[config.mk]
export PLATFORM = sky130hd
export DESIGN_NAME = bcd_counter_n
export DESIGN_NICKNAME = d
export VERILOG_FILES = /design/src/rtl/bcd_pkg.sv /design/src/rtl/bcd_digit_step.sv /design/src/rtl/bcd_counter_n.sv
export SDC_FILE = /design/constraint.sdc
export NUM_CORES = 1
export LEC_CHECK = 0
export BUFFER_PORTS_ARGS = -buffer_cell sky130_fd_sc_hd__buf_2
export CORE_UTILIZATION = 58
export DETAILED_ROUTE_END_ITERATION = 7
export GPL_TIMING_DRIVEN = 0
export PLACE_DENSITY_LB_ADDON = 0.25
export SYNTH_ARGS = -nofsm -noshare
export SYNTH_HDL_FRONTEND = slang
export SYNTH_HIERARCHICAL = 1
export SYNTH_SLANG_ARGS = --single-unit
[constraint.sdc]
create_clock -name clock -period 4.3 [get_ports clock]
set_input_delay 0.215 -clock clock [delete_from_list [all_inputs] [get_ports clock]]
set_output_delay 0.215 -clock clock [all_outputs]
set_load 0.01 [all_outputs]
[src/rtl/bcd_pkg.sv]
// ---------------------------------------------------------------------------
// bcd_pkg
// Shared types and helpers for the BCD counter slice.
//   bcd_digit_t    one packed BCD digit
//   BCD_MAX_DIGIT  largest legal digit value (9)
//   int_to_bcd     converts a decimal integer to packed BCD (up to 16 digits)
//   bcd_is_valid   true when every nibble of a packed vector is a legal digit
// ---------------------------------------------------------------------------
package bcd_pkg;

    typedef logic [3:0] bcd_digit_t;

    localparam bcd_digit_t BCD_MAX_DIGIT = 4'd9;

    // Used at elaboration time to turn the decimal window parameters into
    // packed BCD constants. Digits beyond 'digits' stay zero.
    function automatic logic [63:0] int_to_bcd(input int value, input int digits);
        logic [63:0] result;
        int          remaining;
        result    = '0;
        remaining = value;
        for (int i = 0; i < 16; i++) begin
            if (i < digits) begin
                result[4*i +: 4] = 4'(remaining % 10);
                remaining        = remaining / 10;
            end
        end
        return result;
    endfunction

    // Unused upper nibbles are expected to be zero-extended, which is legal BCD.
    function automatic logic bcd_is_valid(input logic [63:0] vec);
        logic ok;
        ok = 1'b1;
        for (int i = 0; i < 16; i++) begin
            if (vec[4*i +: 4] > BCD_MAX_DIGIT) begin
                ok = 1'b0;
            end
        end
        return ok;
    endfunction

endpackage

[src/rtl/bcd_digit_step.sv]
// ---------------------------------------------------------------------------
// bcd_digit_step
// Steps a single BCD digit by one in either direction when cin_i is set.
// Chained LSD to MSD, cout_o of one digit feeds cin_i of the next.
//   digit_i   current digit
//   up_dn_i   1 = increment, 0 = decrement
//   cin_i     carry (up) or borrow (down) request from the lower digit
//   digit_o   stepped digit (equals digit_i when cin_i is low)
//   cout_o    carry/borrow out: digit rolled 9->0 (up) or 0->9 (down)
// ---------------------------------------------------------------------------
module bcd_digit_step
    import bcd_pkg::*;
(
    input  bcd_digit_t digit_i,
    input  logic       up_dn_i,
    input  logic       cin_i,
    output bcd_digit_t digit_o,
    output logic       cout_o
);

    // Only a requested step changes the digit; rollover produces the carry
    // (or borrow) that ripples into the next digit.
    always_comb begin
        digit_o = digit_i;
        cout_o  = 1'b0;
        if (cin_i) begin
            if (up_dn_i) begin
                if (digit_i >= BCD_MAX_DIGIT) begin
                    digit_o = 4'd0;
                    cout_o  = 1'b1;
                end else begin
                    digit_o = digit_i + 4'd1;
                end
            end else begin
                if (digit_i == 4'd0) begin
                    digit_o = BCD_MAX_DIGIT;
                    cout_o  = 1'b1;
                end else begin
                    digit_o = digit_i - 4'd1;
                end
            end
        end
    end

endmodule

[src/rtl/bcd_counter_n.sv]
// ---------------------------------------------------------------------------
// bcd_counter_n
// N-digit BCD up/down counter confined to the window [MIN_VAL..MAX_VAL].
// Optional build macro: BCD_COUNTER_SATURATE_EN
//   defined   -> counter holds at the window edge, wrap never pulses
//   undefined -> counter wraps MAX->MIN / MIN->MAX and pulses wrap
// Ports:
//   clock       system clock, all state updates on posedge
//   reset       synchronous active-high reset to RESET_VAL
//   enable      step the count by one this cycle
//   up_dn       1 = up, 0 = down
//   load        synchronous load request (priority over enable)
//   load_value  BCD value to load, digit 0 in [3:0]
//   count       current BCD count, digit 0 in [3:0]
//   tc          combinational terminal count (chain into next enable)
//   wrap        registered one-cycle pulse on window wrap
//   load_err    registered one-cycle pulse on a rejected load
// ---------------------------------------------------------------------------
module bcd_counter_n
    import bcd_pkg::*;
#(
    parameter int DIGITS    = 2,
    parameter int MIN_VAL   = 1,
    parameter int MAX_VAL   = 99,
    parameter int RESET_VAL = MIN_VAL
) (
    input  logic                clock,
    input  logic                reset,
    input  logic                enable,
    input  logic                up_dn,
    input  logic                load,
    input  logic [4*DIGITS-1:0] load_value,
    output logic [4*DIGITS-1:0] count,
    output logic                tc,
    output logic                wrap,
    output logic                load_err
);

    localparam int W = 4 * DIGITS;

    localparam logic [63:0] MIN_BCD64   = int_to_bcd(MIN_VAL, DIGITS);
    localparam logic [63:0] MAX_BCD64   = int_to_bcd(MAX_VAL, DIGITS);
    localparam logic [63:0] RESET_BCD64 = int_to_bcd(RESET_VAL, DIGITS);

    localparam logic [W-1:0] MIN_BCD   = MIN_BCD64[W-1:0];
    localparam logic [W-1:0] MAX_BCD   = MAX_BCD64[W-1:0];
    localparam logic [W-1:0] RESET_BCD = RESET_BCD64[W-1:0];

    // Bad parameter sets must stop elaboration rather than build a counter
    // that could leave its window.
    if (DIGITS < 1 || DIGITS > 9) begin : g_chk_digits
        $fatal(1, "bcd_counter_n: DIGITS must be 1..9");
    end
    if (MIN_VAL < 0 || MIN_VAL > MAX_VAL) begin : g_chk_window
        $fatal(1, "bcd_counter_n: need 0 <= MIN_VAL <= MAX_VAL");
    end
    if (longint'(MAX_VAL) >= longint'(10) ** DIGITS) begin : g_chk_max
        $fatal(1, "bcd_counter_n: MAX_VAL does not fit in DIGITS");
    end
    if (RESET_VAL < MIN_VAL || RESET_VAL > MAX_VAL) begin : g_chk_reset
        $fatal(1, "bcd_counter_n: RESET_VAL outside window");
    end

    logic [W-1:0]    count_q, count_d;
    logic            wrap_q, wrap_d;
    logic            loadErr_q, loadErr_d;
    logic [W-1:0]    stepCount;
    logic [DIGITS:0] carry;
    logic            atMax, atMin, atEdge, loadOk;

    // Ripple chain of digit steppers; digit 0 always receives a step request.
    assign carry[0] = 1'b1;
    for (genvar g = 0; g < DIGITS; g++) begin : g_digit
        bcd_digit_step u_step (
            .digit_i (count_q[4*g +: 4]),
            .up_dn_i (up_dn),
            .cin_i   (carry[g]),
            .digit_o (stepCount[4*g +: 4]),
            .cout_o  (carry[g+1])
        );
    end

    // Valid BCD orders the same as its decimal value, so plain unsigned
    // compares work for the window. A carry/borrow out of the top digit can
    // only happen at a full-range edge and is treated as a window edge too.
    always_comb begin
        atMax  = (count_q == MAX_BCD);
        atMin  = (count_q == MIN_BCD);
        atEdge = (up_dn ? atMax : atMin) | carry[DIGITS];
        loadOk = bcd_is_valid(64'(load_value))
                 && (load_value >= MIN_BCD) && (load_value <= MAX_BCD);
    end

    // Next-state: load beats enable; a load cycle never reports wrap, and
    // a rejected load leaves the count untouched.
    always_comb begin
        count_d   = count_q;
        wrap_d    = 1'b0;
        loadErr_d = 1'b0;
        if (load) begin
            if (loadOk) begin
                count_d = load_value;
            end else begin
                loadErr_d = 1'b1;
            end
        end else if (enable) begin
            if (atEdge) begin
`ifdef BCD_COUNTER_SATURATE_EN
                count_d = count_q;
`else
                count_d = up_dn ? MIN_BCD : MAX_BCD;
                wrap_d  = 1'b1;
`endif
            end else begin
                count_d = stepCount;
            end
        end
    end

    // State register with synchronous reset taking priority over everything.
    always_ff @(posedge clock) begin
        if (reset) begin
            count_q   <= RESET_BCD;
            wrap_q    <= 1'b0;
            loadErr_q <= 1'b0;
        end else begin
            count_q   <= count_d;
            wrap_q    <= wrap_d;
            loadErr_q <= loadErr_d;
        end
    end

    // Terminal count is left unregistered so a chained stage sees it in the
    // same cycle it must step.
    assign tc       = enable & ((up_dn & atMax) | (~up_dn & atMin));
    assign count    = count_q;
    assign wrap     = wrap_q;
    assign load_err = loadErr_q;

endmodule

Word-level counts from Yosys, hierarchy flattened. Index checks and enable logic that the tools add are counted.

Muxes and demuxes: 24. Magnitude comparators: 6. $add $sub $neg: 4. Reductions and logical operators: 10. Bitwise gates (word level): 8. Eq/ne operators: 3.

Operator list (count): $mux 8 (5); $mux 4 (7); $mux 1 (12); $add 4x1->4 const B (2); $eq 8x1->1 const B (1); $eq 8x8->1 const B (1); $ge 4x4->1 const B (2); $ge 8x1->1 const B (1); $gt 4x4->1 const B (2); $le 8x8->1 const B (1); $logic_not 4->1 (2); $sub 4x1->4 const B (2); $and 1x1->1 (3); $not 1->1 (3); $reduce_and 3->1 (1); $reduce_bool 3->1 (1); $reduce_or 3->1 (1); $logic_and 1x1->1 (2); $ne 2x1->1 const B (1); $or 1x1->1 (2); $reduce_and 2->1 (1); $reduce_bool 2->1 (1); $reduce_or 2->1 (1).

Input bits: 13. Word-level logic and storage cells: 59. Flip-flop bits (word level): 10. Output and inout port bits: 11.

Longest topological paths before layout.
Depth after elaboration: 8. Gate-level depth with buffers: 13. Depth with buffers taken out: 12.

Hierarchy. Netlist, hierarchy kept.

By module, submodules not included: bcd_counter_n (instances 1, area each 573.0 sq um, cells an instance 74, sequential area each 200.2 sq um); bcd_digit_step (g_digit[0].u_step) (instances 1, area each 290.3 sq um, cells an instance 38, sequential area each 0.0 sq um); bcd_digit_step (g_digit[1].u_step) (instances 1, area each 285.3 sq um, cells an instance 39, sequential area each 0.0 sq um).

Least setup slack after synthesis. OpenSTA, ideal clock, no wires.

Path kind: reg-to-reg. Start: register count_q[1] (netlist: count[1]). End: register count_q[1] (netlist: count[1]). Cell stages (with the launch flop): 11. Setup time: 0.095 ns. Path buffers: 1. Setup slack: 1.775 ns. Required time: 4.205 ns. Data arrival time: 2.430 ns. Clock period less this slack: 2.525 ns. Path through: dfxtp_1 inv_1 ha_1 or3b_4 a21boi_2 nor2_1 buf_2 a21boi_0 nor3_1 nand2_1 a221oi_1.

Word-level cells in the longest chain between the ends: 8. Elaborated cells between the ends (all ways): 18. Those cells by class: 2 x add/sub; 1 x order compare; 2 x eq/ne; 11 x mux; 1 x bitwise; 1 x reduce/logical.

Ends and longest elaborated chain: start, declared (RTL line bcd_counter_n.sv:64) `logic [W-1:0] count_q, count_d;`; start signal, assigned (RTL line bcd_counter_n.sv:127) `count_q <= count_d;`; $ge 4x4->1 or $logic_not 4->1 (tied branches) (RTL line bcd_digit_step.sv:28, bcd_digit_step.sv:35); $mux 1 (on tied branches) (RTL line bcd_digit_step.sv:28, bcd_digit_step.sv:35); $mux 1 (*) (RTL line bcd_digit_step.sv:27) `if (up_dn_i) begin`; named net carry[1] (RTL line bcd_counter_n.sv:68) `logic [DIGITS:0] carry;`; $mux 1 (*) (RTL line bcd_digit_step.sv:26) `if (cin_i) begin`; named net carry[2] (RTL line bcd_counter_n.sv:68); $or 1x1->1 (*) (RTL line bcd_counter_n.sv:89) `atEdge = (up_dn ? atMax : atMin) | carry[DIGITS];`; $mux 8 (*) (RTL line bcd_counter_n.sv:107) `if (atEdge) begin`; $mux 8 (*) (RTL line bcd_counter_n.sv:106) `end else if (enable) begin`; $mux 8 (*) (RTL line bcd_counter_n.sv:100) `if (load) begin`.

The timed path passes the listed nets; every way through them passes the cells marked *. The select of a mux whose other input is x is not followed. A chain may end at the register's enable or synchronous reset.

Final worst setup path. Ends and elaborated chain as after synthesis.

==> qor.csv <==
stage;metric;value;unit
clocking;cts_tree;built;
worst_hold_path;worst_hold_path_type;input port to flop;
worst_setup_path;cp-start-kind;flop;
finish;fillers;152;
power_and_ir_drop;swShare;36.5;%
worst_setup_path;required;4.48;ns
worst_setup_path;end_kind;flop;
global_routing;grt_antenna_before_repair;0;
synth;synth_warnings;6;
worst_setup_path;rr_worst_depth;10;
synth;synth_edf_count;0;
synth;ys_types;50;
synth;synth_flop_cell;dfxtp_1;
die;pin_count;24;
die;rows;15;
drt;vias;1252;
power_and_ir_drop;p_int;216;uW
worst_setup_path;max_stage_delay;0.48;ns
sta;tightestPinTransition;0.689;ns
place;dp_hpwl;2200;um
worst_setup_path;crit_type;flop to flop;
drt;viasPerCell;6.23;
sta;period_needed;2.94;ns
power_and_ir_drop;p_seq_share;34.3;%
worst_setup_path;cp_max_fo;10;
clocking;clock_latency;0.27;ns
flow_run;max_cap_violations;0;
synth;yosys.area.top_type;dfxtp_1;
die;die_area;2160;um2
clocking;clockRootBuffer;clkbuf_4;
power_and_ir_drop;irDropWorstVdd;239;uV
global_routing;grt_max_degree;18;
global_routing;grt_pass1_vias;1059;
synth;syn_area;1150;um2
clocking;clk_pin_slew;0.07;ns
finish;fin_area;1320;um2
sta;setup_viol;0;
place;postPlaceCellArea;1280;um2
finish;regArea;200;um2
synth;synth_most_common_cell;inv_1;
sta;maxSlewViolCount;0;
synth;synthTopCellsByArea;dfxtp_1 17%, ha_1 8.7%, o21ai_0 4.4%, inv_1 4.2%, nand2_1 3.6%;
power_and_ir_drop;clockPowerShare;25.1;%
clocking;htreeDepth;1;
outcome;status;finished clean;
drt;drt_wl_total;2860;um
global_routing;grt_use_total;29.3;%
clocking;hold_buffers;0;
worst_hold_path;hold_path_depth;3;
power_and_ir_drop;switching_power;124;uW
sta;skew;0.0117;ns
power_and_ir_drop;p_leak;0.000537;uW
synth;syn-num-nets;172;
power_and_ir_drop;power_density;257;nW/um2
drt;avgRoutedWirePerCell;14.2;um
synth;ys_seq_elements;10;
synth;synth_top_area_share;17.4;%
synth;synthArstFlopShare;0;%
finish;area_growth_syn_to_layout;15.0;%
synth;netlist_instances;151;
clocking;cts_sinks;10;
global_routing;grt_pass1_wl;4540;um
clocking;cts_resized;0;
sta;rsz0062_at_grt;no;
die;die_height;46.5;um
synth;avgSynthCellArea;7.61;um2
synth;synth_top_cells_by_count;13 x inv_1, 11 x nand2_1, 10 x dfxtp_1, 10 x o21ai_0, 8 x ha_1;
die;fp.dieW;46.5;um
global_routing;grt-ovfl-total;0;
power_and_ir_drop;comb_power_share;40.7;%
sta;clock.fmax;340;MHz
finish;antenna_cells;0;
worst_setup_path;arrival;3.13;ns
drt;drc;0;
drt;drtIter0Drc;48;
sta;slew_headroom;53.6;%
place;port-buffer-count;21;
die;core-area;1780;um2
clocking;postCtsSetupBuffers;0;
finish;layout-drive-gt1-share;25.0;%
finish;multi_input_area;855;um2
worst_setup_path;cp_cell_sequence;inv_1, ha_1, or3b_4, a21boi_2, nor2_1, buf_2, a21boi_0, nor3_1, nand2_1, a221oi_1;
clocking;cts_buffers;3;
sta;period_share;68.5;%
clocking;ctsLongestPathBuffers;2;
worst_setup_path;slowest_stage;dfxtp_1;
drt;final_antenna_net_count;0;
sta;fin_setup_tns;0;ns
die;start_util;64.4;%
synth;ys_seq_area_share;17.4;%
finish;layout.nets;198;
drt;drt_pass1_iterations;4;
sta;hold_viol_final;0;
place;finalWeightedCongestion;0.860;
path summary, 6_finish.rpt:
path,startpoint,slack [ns],to
max,count[1],1.36,count[1]
min reg2reg,count[2],0.52,count[2]
max reg2reg,count[1],1.36,count[1]
min,load_value[0],0.25,count[0]
cell usage in the layout, fill, tap and decap left out, types with 2 or more instances in the layout:
| cell type | n |
|---|---|
| inv_1 | 13 |
| nand3_1 | 4 |
| clkbuf_4 | 3 |
| a31o_2 | 3 |
| a21oi_1 | 7 |
| and2b_2 | 3 |
| a221oi_1 | 4 |
| a311o_1 | 2 |
| o21ai_1 | 7 |
| and3_1 | 3 |
| a2111oi_0 | 2 |
| nor3_1 | 2 |
| nor4_1 | 3 |
| buf_2 | 24 |
| nand3b_1 | 2 |
| a31oi_1 | 2 |
| nor4b_1 | 3 |
| a221o_1 | 2 |
| and2_1 | 2 |
| buf_6 | 2 |
| or4b_1 | 2 |
| o21ai_0 | 10 |
| ha_1 | 8 |
| nand2b_1 | 6 |
| nor2_1 | 7 |
| nand2_1 | 11 |
| dfxtp_1 | 10 |
| or2_2 | 3 |
| a211oi_1 | 3 |
cell type report:
class                   instances  share of cell area (%)
plain buffers                   7                    3.41
clock buffers                   4                    2.75
inverters                      13                    3.69
multi-input cells             121                    64.7
flip-flops and latches         10                    15.2
well taps                      25                    2.37
repair buffers                 21                    7.95
critical path, delay by kind of cell (launching register included):
family                   cells  cell delay [ns]
AO/OA/AOI/OAI                3             0.74
adder cells (fa/ha/maj)      1             0.21
buffers and inverters        2             0.33
flip-flops                   1             0.48
AND/OR/NAND/NOR              4             1.10
flip-flops by register name, indices dropped and copies added, names as in the netlist:
signal / count
wrap: 1
load_err: 1
count: 8
routing by layer:
| metal | global-route usage, % | share of wire, % |
|---|---|---|
| met1 | 36.8 | 45 |
| met2 | 50.0 | 49 |
| met3 | 3.53 | 4.4 |
| met4 | 11.2 | 1.6 |
| met5 | 0 | 0 |
power by group through the flow:
stage | registers (uW) | clock network [uW] | logic [uW]
2_1_floorplan | 118 | 0 | 96.4
3_3_place_gp | 117 | 0 | 129
3_5_place_dp | 118 | 0 | 135
4_1_cts | 116 | 85.7 | 136
5_1_grt | 118 | 90.0 | 152
6_report | 116 | 85.2 | 138
per-stage QoR:
step | hold WS (ns) | setup slack, ns | util (%) | power [uW] | cells
after detailed placement | 0.512 | 1.43 | 72.1 | 253 | 197
after global routing | 0.275 | 1.27 | 74.1 | 359 | 201
final | 0.253 | 1.36 | 74.1 | 340 | 201
after global placement | 0.504 | 1.52 | 72.1 | 246 | 197
after CTS | 0.253 | 1.40 | 74.1 | 338 | 201
after floorplan | 0.401 | 1.77 | - | 214 | 151
logic make-up (layout without fill, tap and decap cells):
group                      after synthesis  in the layout  synth area share, %
AOI/OAI and AO/OA                       52             52                 32.2
adders and majority gates                8              8                 8.71
buffers and inverters                   20             45                 8.17
DFF                                     10             10                 17.4
muxes                                    1              1                0.871
other                                    1              1                0.326
and+or+nand+nor                         59             59                 32.2
No activity file was read; power rests on OpenSTA's default activity.
